File: config.mk
export PLATFORM = sky130hd
export DESIGN_NAME = uart_tx_core
export DESIGN_NICKNAME = d
export VERILOG_FILES = /design/src/rtl/uart_pkg.sv /design/src/rtl/uart_tx_core.sv
export SDC_FILE = /design/constraint.sdc
export NUM_CORES = 1
export LEC_CHECK = 0
export CAP_MARGIN = 40
export CORE_ASPECT_RATIO = 1.5
export CORE_MARGIN = 1
export CORE_UTILIZATION = 56
export CTS_CLUSTER_DIAMETER = 50
export CTS_CLUSTER_SIZE = 12
export DETAILED_ROUTE_END_ITERATION = 8
export PLACE_DENSITY = 0.93
export SETUP_SLACK_MARGIN = 0.15
export SYNTH_ARGS = -nofsm -noshare
export SYNTH_HDL_FRONTEND = slang
export SYNTH_SLANG_ARGS = --single-unit
File: constraint.sdc
create_clock -name clk -period 3 [get_ports clk]
set_input_delay 0.3 -clock clk [delete_from_list [all_inputs] [get_ports clk]]
set_output_delay 0.3 -clock clk [all_outputs]
set_load 0.1 [all_outputs]
File: src/rtl/uart_pkg.sv
`default_nettype none
// ============================================================================
// Module : uart_pkg
// Brief  : State encoding and oversample constants shared by UART TX and RX.
// Rev    : 1.0
// ============================================================================
package uart_pkg;

    typedef enum logic [2:0] {
        IDLE   = 3'd0,
        START  = 3'd1,
        DATA   = 3'd2,
        PARITY = 3'd3,
        STOP   = 3'd4
    } uart_state_e;

    localparam int unsigned c_oversample  = 16;
    localparam logic [3:0]  c_sample_last = 4'(c_oversample - 1);

endpackage
`default_nettype wire

File: src/rtl/uart_tx_core.sv
`default_nettype none
// ============================================================================
// Module : uart_tx_core
// Brief  : UART transmitter, 16x oversampled, configurable data/parity/stop.
// Rev    : 1.0
// ============================================================================
module uart_tx_core
    import uart_pkg::*;
#(
    parameter int DATA_BITS  = 8,
    parameter int STOP_BITS  = 1,
    parameter bit PARITY_EN  = 1'b0,
    parameter bit PARITY_ODD = 1'b0
) (
    input  logic                 clk,
    input  logic                 rst_n,
    input  logic                 baud_tick_16x,
    input  logic [DATA_BITS-1:0] tx_data,
    input  logic                 tx_valid,
    output logic                 tx_ready,
    output logic                 tx,
    output logic                 tx_busy,
    output logic                 tx_done
);

    localparam logic [2:0] c_last_bit  = 3'(DATA_BITS - 1);
    localparam logic       c_last_stop = 1'(STOP_BITS - 1);

    uart_state_e          r_state;
    logic [3:0]           r_sample_cnt;
    logic [2:0]           r_bit_cnt;
    logic                 r_stop_cnt;
    logic [DATA_BITS-1:0] r_shift;
    logic                 r_parity;
    logic                 r_tx;
    logic                 r_tx_ready;
    logic                 r_tx_done;

    logic w_bit_end;

    assign w_bit_end = baud_tick_16x && (r_sample_cnt == c_sample_last);

    assign tx       = r_tx;
    assign tx_ready = r_tx_ready;
    assign tx_done  = r_tx_done;
    assign tx_busy  = (r_state != IDLE);

    always_ff @(posedge clk or negedge rst_n) begin
        if (!rst_n) begin
            r_state      <= IDLE;
            r_sample_cnt <= 4'd0;
            r_bit_cnt    <= 3'd0;
            r_stop_cnt   <= 1'b0;
            r_shift      <= '0;
            r_parity     <= 1'b0;
            r_tx         <= 1'b1;
            r_tx_ready   <= 1'b1;
            r_tx_done    <= 1'b0;
        end else begin
            r_tx_done <= 1'b0;

            // The counter wraps 15->0 on its own, so each bit period restarts cleanly.
            if (r_state != IDLE && baud_tick_16x) begin
                r_sample_cnt <= r_sample_cnt + 4'd1;
            end

            case (r_state)
                IDLE: begin
                    r_tx       <= 1'b1;
                    r_tx_ready <= 1'b1;
                    if (tx_valid && r_tx_ready) begin
                        r_shift      <= tx_data;
                        r_parity     <= (^tx_data) ^ PARITY_ODD;
                        r_tx_ready   <= 1'b0;
                        r_tx         <= 1'b0;
                        r_sample_cnt <= 4'd0;
                        r_state      <= START;
                    end
                end

                START: begin
                    if (w_bit_end) begin
                        r_state   <= DATA;
                        r_bit_cnt <= 3'd0;
                        r_tx      <= r_shift[0];
                    end
                end

                DATA: begin
                    if (w_bit_end) begin
                        if (r_bit_cnt == c_last_bit) begin
                            r_stop_cnt <= 1'b0;
                            if (PARITY_EN) begin
                                r_state <= PARITY;
                                r_tx    <= r_parity;
                            end else begin
                                r_state <= STOP;
                                r_tx    <= 1'b1;
                            end
                        end else begin
                            r_bit_cnt <= r_bit_cnt + 3'd1;
                            r_shift   <= {1'b0, r_shift[DATA_BITS-1:1]};
                            r_tx      <= r_shift[1];
                        end
                    end
                end

                PARITY: begin
                    if (w_bit_end) begin
                        r_state    <= STOP;
                        r_stop_cnt <= 1'b0;
                        r_tx       <= 1'b1;
                    end
                end

                STOP: begin
                    if (w_bit_end) begin
                        if (r_stop_cnt == c_last_stop) begin
                            r_state    <= IDLE;
                            r_tx_done  <= 1'b1;
                            r_tx_ready <= 1'b1;
                        end else begin
                            r_stop_cnt <= 1'b1;
                        end
                    end
                end

                default: begin
                    r_state    <= IDLE;
                    r_tx       <= 1'b1;
                    r_tx_ready <= 1'b1;
                end
            endcase
        end
    end

endmodule
`default_nettype wire

# [Yosys cells after proc, flatten, opt, wreduce, memory -nomap -nowiden]
# Index checks and enable logic that the tools add are counted.
[totals] reg_bits=22 latch_bits=0 ram_bits=0 mem_bits_ro=0 inputBits=12 out_inout_bits=4 word_cells=78 n_memories=0
[op_classes] add_sub_neg=2 multipliers=0 div=0 order_cmp=0 n_eq_ne=14 shift=0 n_mux=37 bitwise_logic=2 n_reduce_logical=15
[ops] op="3-bit two-way mux" count=10
[ops] op="8-bit two-way mux" count=3
[ops] op="2-bit inequality test (second input constant)" count=8
[ops] op="8-bit one-hot mux with 2 select lines" count=1
[ops] op="1-bit two-way mux" count=15
[ops] op="3-bit one-hot mux with 5 select lines" count=1
[ops] op="4-bit two-way mux" count=3
[ops] op="4-bit AND reduction" count=3
[ops] op="7-bit AND reduction" count=1
[ops] op="3-bit by 2-bit equality test with 1-bit output (second input constant)" count=2
[ops] op="3-bit equality test (second input constant)" count=2
[ops] op="1-bit one-hot mux with 3 select lines" count=2
[ops] op="3-bit one-hot mux with 2 select lines" count=1
[ops] op="3-bit nonzero test" count=2
[ops] op="1-bit one-hot mux with 5 select lines" count=1
[ops] op="5-bit AND reduction" count=1
[ops] op="4-bit by 1-bit adder with 4-bit output (second input constant)" count=1
[ops] op="4-bit equality test (second input constant)" count=1
[ops] op="2-bit nonzero test" count=2
[ops] op="3-bit by 1-bit adder with 3-bit output (second input constant)" count=1
[ops] op="3-bit by 1-bit equality test with 1-bit output (second input constant)" count=1
[ops] op="1-bit logical AND" count=3
[ops] op="3-bit logical NOT" count=1
[ops] op="3-bit AND reduction" count=1
[ops] op="other kinds (2)" count=3

# [Longest topological paths before layout]
[logic_depth] word_depth=5 depth_mapped=5 depth_no_buf=5

# [Worst setup path after synthesis]
# No wires, ideal clock.
[synth_timing] path_kind="register to register" from="register r_state[0]" to="register r_shift[0]" setup_time_ns=0.125 arrival_ns=2.141 required_time_ns=2.875 setup_slack_ns=0.734 path_stages_with_launch=5 n_path_buf=1 period_less_slack_ns=2.266 path_cell_list="dfrtp_1 -> or3_1 -> clkbuf_1 -> o22ai_4 -> mux2_2"
[synth_between] elab_chain_cells=3 elab_cells_between_ends=8 cone_classes="eq/ne: 4; mux: 1; reduce/logical: 3"
[synth_rtl] item="start: declaration" line="uart_tx_core.sv:29" rtl="uart_state_e r_state;"
[synth_rtl] item="start signal: assignment" line="uart_tx_core.sv:50" rtl="r_state <= IDLE;"
[synth_rtl] item="start signal: assignment" line="uart_tx_core.sv:77" rtl="r_state <= START;"
[synth_rtl] item="start signal: assignment" line="uart_tx_core.sv:83" rtl="r_state <= DATA;"
[synth_rtl] item="3-bit by 2-bit equality test with 1-bit output or 3-bit logical NOT (tied branches)" line="uart_tx_core.sv:67" rtl="case (r_state)"
[synth_rtl] item="2-bit inequality test (no source line) or 2-bit nonzero test (tied branches)"
[synth_rtl] item="4-bit AND reduction (no source line)"
[synth_rtl] item="end signal: assignment" line="uart_tx_core.sv:72" rtl="r_shift <= tx_data;"
[synth_rtl] item="end signal: assignment" line="uart_tx_core.sv:102" rtl="r_shift <= {1'b0, r_shift[DATA_BITS-1:1]};"
[synth_rtl] item="end: declaration" line="uart_tx_core.sv:33" rtl="logic [DATA_BITS-1:0] r_shift;"
# Several ways; a longest one is shown, not always the timed one.
# A chain may end at the register's enable or synchronous reset.

# [Final worst setup path]
[layout_timing] from="register r_bit_cnt[0]" to="register r_bit_cnt[0]"
[layout_between] elab_chain_cells=4 elab_cells_between_ends=7 cone_classes="add/sub: 1; eq/ne: 2; mux: 3; reduce/logical: 1"
[layout_rtl] item="start: declaration" line="uart_tx_core.sv:31" rtl="logic [2:0] r_bit_cnt;"
[layout_rtl] item="start signal: assignment" line="uart_tx_core.sv:101" rtl="r_bit_cnt <= r_bit_cnt + 3'd1;"
[layout_rtl] item="3-bit by 1-bit adder with 3-bit output" line="uart_tx_core.sv:101"
[layout_rtl] item="3-bit two-way mux" line="uart_tx_core.sv:91" rtl="if (r_bit_cnt == c_last_bit) begin"
[layout_rtl] item="3-bit two-way mux" line="uart_tx_core.sv:90" rtl="if (w_bit_end) begin"
[layout_rtl] item="3-bit one-hot mux with 2 select lines" line="uart_tx_core.sv:67"
# Several ways; a longest one is shown, not always the timed one. The select of a mux whose other input is x is not followed.

==> flow_results.org <==
** Setup path
- Cell with the largest stage delay on the worst path :: sky130_fd_sc_hd__or3b_2
- Endpoint required time on the critical path :: 3.20 ns
- Max stage delay on crit path :: 0.46 ns
- Buffer and inverter count on the worst path :: 0
- Cell type with the highest occurrence count on the critical path :: sky130_fd_sc_hd__ha_1
- STA puts the critical path data arrival time at 2.39 ns.
- The worst setup path is captured at a register.
- Largest fanout on the critical path :: 5
- Startpoint class of the critical path :: register
- Walking the worst path, the cells encountered are ha_1 > ha_1 > or3b_2 > a211oi_2 > mux2_2.
- The kind of cell with the highest combined delay along the critical path is simple AND/OR/NAND/NOR gates.
- By startpoint and endpoint, the worst setup path is classified as reg -> reg.

** Global routing
- The first global-routing pass estimated 3750 µm of wire.
- Entering global routing, the biggest net connects 16 pins.
- Summed over all layers, the global routing overflow is 0.
- The initial antenna violation count was 0.
- Total routing usage reported by global routing :: 25.0%
- Number of global-route vias before repair :: 871

** Finish
- Nets :: 134
- Most common library cell in the layout ignoring fill and taps :: sky130_fd_sc_hd__dfrtp_1
- Antenna fix cells :: 0
- Share of final-layout standard cells stronger than drive strength 1 :: 26.3%
- Relative to the synthesized area, the layout overhead comes to 18.6%.
- Highest-count cells in the layout ignoring fill and taps :: 19 x sky130_fd_sc_hd__dfrtp_1, 15 x sky130_fd_sc_hd__mux2_2, 12 x sky130_fd_sc_hd__clkdlybuf4s50_1

** Min path
- The path class of the tightest hold or removal check is in -> async.

** Detailed routing
- Final antenna-violating net count :: 0
- DR vias :: 842
- DRT iter0 DRCs :: 14
- In the routed design, unresolved DRC markers number 0.
- The first detailed-routing pass ran for 4 iterations.
- Sum of routed wire length over all layers :: 2250 µm
- Per-cell routed wire length :: 16.2 µm
- In the routed layout, each cell is associated on average with a via count of 6.06.

** Clocking
- Clock-pin slew was measured on the worst setup and hold paths at 0.12 ns.
- Sinks on the clock net :: 21
- Counting along the longest clock path gives a buffer depth of 2.
- TritonCTS clock tree :: built
- The number of hold buffers added after CTS was 0.
- Clock latency on the worst-skew pair, taken at its later pin, is 0.31 ns.
- Resize count post-CTS :: 0
- In this run the number of H-tree levels came out at 1.
- Number of buffers added by the clock tree synthesis step :: 3
- Number of buffers inserted by post-CTS setup repair :: 0
- In this run the clock root is driven by a sky130_fd_sc_hd__clkbuf_4.

** Synth
- The mapped netlist covers 1120 µm².
- Syn nets :: 116
- Total of flip-flops plus latches after synthesis :: 21
- During synthesis, Yosys emitted a total of 0 warnings.
- Most area-hungry cell type in the Yosys netlist :: sky130_fd_sc_hd__dfrtp_1
- Post-synth top area share :: 42.6%
- Yosys attributes the largest share of cell area to sky130_fd_sc_hd__dfrtp_1 43%, sky130_fd_sc_hd__mux2_2 15%, sky130_fd_sc_hd__dfstp_2 4.7%, sky130_fd_sc_hd__ha_1 3.4%, sky130_fd_sc_hd__o21ai_0 2.7%.
- Synthesis instantiated 32 different standard cells from the library.
- Each instance of the synthesized netlist takes up on average 11.1 µm².
- In the synthesized netlist, the number of instances is 101.
- Sequential share of the synthesized area :: 47.3%

** STA
- Headroom to the max-slew limit came out at 52.2%.
- For the pin with the worst max-slew slack, the measured transition is 0.711 ns.
- Final critical delay including setup and external delays :: 2.19 ns
- Summed over all failing endpoints, the final setup total negative slack is 0 ns.
- Unrepaired setup endpoints after global routing :: false
- The clock arrives with 0.00536 ns of skew.
- The worst path uses 73.0% of the clock period.
- The final-report max-slew violation count was 0.
- The hold violation total from the final report was 0.
- Setup violations, final :: 0
- Derived from the worst setup path, the maximum achievable clock frequency is 0.456 GHz.

** Power and ir drop
- Part of the power in combinational logic :: 40.1%
- Dividing total power by cell area gives a power density of 788 nW/µm².
- The analysis attributes to net switching a power of 0.000437 W.
- IR analysis of the VDD net gives a maximum drop of 625 µV.
- Portion of total power attributed to the clock network :: 13.1%
- Leakage component of the power :: 0.549 nW
- Total power for the finished layout comes to 0.00104 W.
- The share of total power dissipated in sequential elements is 46.8%.
- Proportion of total power due to net switching :: 41.9%
- Cell internal power was estimated by the tool at 0.000606 W.

** Die
- I/O Pins :: 16
- Die outline width :: 38.5 µm
- Core ar. :: 1850 µm²
- Initial standard-cell utilization of the core :: 60.2%
- The die covers 2180 µm².
- In this run the core area contains 19 standard-cell rows.
- Die height :: 56.7 µm

** Placement
- Detailed placement ended at an HPWL of 1700 µm.
- Buffers added on ports :: 15
- Routability-driven placement finished with a final weighted congestion of 0.778.

** Job
- Max-cap check violation count :: 0

** Run status
- The flow ran to the end, and the final reports show no timing, DRC or antenna violations.
-- metrics by stage --
stage               worst slack, ns  instance area (µm²)  instances  hold slack, ns  util (%)
finish                        0.809                 1320        139           0.268      71.4
global route                  0.738                 1320        139           0.271      71.4
CTS                           0.811                 1320        139           0.267      71.4
detailed placement            0.822                 1300        135           0.455      69.9
global placement              0.936                 1270        133           0.451      68.3
floorplan                     0.734                 1120        101         0.00441         -
-- cell families after synthesis --
group | synth area share [%]
and+or+nand+nor | 12.0
adders and majority gates | 3.36
xor gates and xnor gates | 0.785
buffers and inverters | 4.71
muxes | 16.9
DFF | 47.3
AOI/OAI and AO/OA | 14.9
-- worst paths after layout --
check	from	slack, ns	endpoint	cells after the start
worst max-delay path	r_bit_cnt[0]	0.81	r_bit_cnt[0]	5
worst min-delay path	rst_n	0.27	r_sample_cnt[3]	1
worst max register to register	r_bit_cnt[0]	0.81	r_bit_cnt[0]	5
worst min register to register	tx	0.47	tx	2
max in group asynchronous	rst_n	2.23	tx_ready	2
min in group clk	tx	0.47	tx	2
-- state kept, by name, summed over array words and instances (netlist names) --
signal / cells
tx_ready: 1
r_sample_cnt: 4
r_state: 3
tx: 1
r_bit_cnt: 3
r_shift: 8
tx_done: 1
-- per-layer routing --
layer / up-vias / part of all wire [%] / track usage (%)
met2: 24 / 55 / 41.4
met1: 414 / 40 / 30.1
met5: - / 0 / 0
met4: 0 / 2.2 / 10.8
met3: 5 / 3.0 / 5.14
li1: 399 / - / -
-- worst reg2reg max path, cell delays in order, from the launching register on --
cell and delay, ns:
sky130_fd_sc_hd__dfrtp_1 0.42, sky130_fd_sc_hd__ha_1 0.20, sky130_fd_sc_hd__ha_1 0.23, sky130_fd_sc_hd__or3b_2 0.46
sky130_fd_sc_hd__a211oi_2 0.38, sky130_fd_sc_hd__mux2_2 0.39
-- power by group through the flow --
stage / Clock (W) / Combinational [W] / Sequential (W)
6_report: 0.000137 / 0.000418 / 0.000489
5_1_grt: 0.000150 / 0.000453 / 0.000504
4_1_cts: 0.000140 / 0.000423 / 0.000486
3_5_place_dp: 0 / 0.000422 / 0.000492
3_3_place_gp: 0 / 0.000397 / 0.000481
2_1_floorplan: 0 / 0.000253 / 0.000547
-- Yosys cell counts, drive strengths merged --
cell / number
dfrtp: 19
buf: 1
a21o: 1
nand2: 4
nand4: 1
a32oi: 1
o21ai: 6
o21bai: 1
or3b: 2
nor2: 6
o21a: 1
a211oi: 1
nor3b: 1
or4b: 1
ha: 3
o22ai: 2
or3: 2
mux2: 15
o221ai: 1
nor2b: 1
and4: 1
dfstp: 2
mux2i: 2
xor2: 1
clkbuf: 4
a21oi: 5
o31ai: 2
inv: 7
nand2b: 2
nand3: 3
o32ai: 2
-- final cells by class --
type,count,area (µm²)
timing repair buffer,18,180
inverter,7,26.3
clock inverter,1,5.00
tap,21,26.3
multi-input combinational,68,536
clock buffer,3,22.5
fill,147,531
sequential,21,528
No activity file was read; power rests on OpenSTA's default activity.
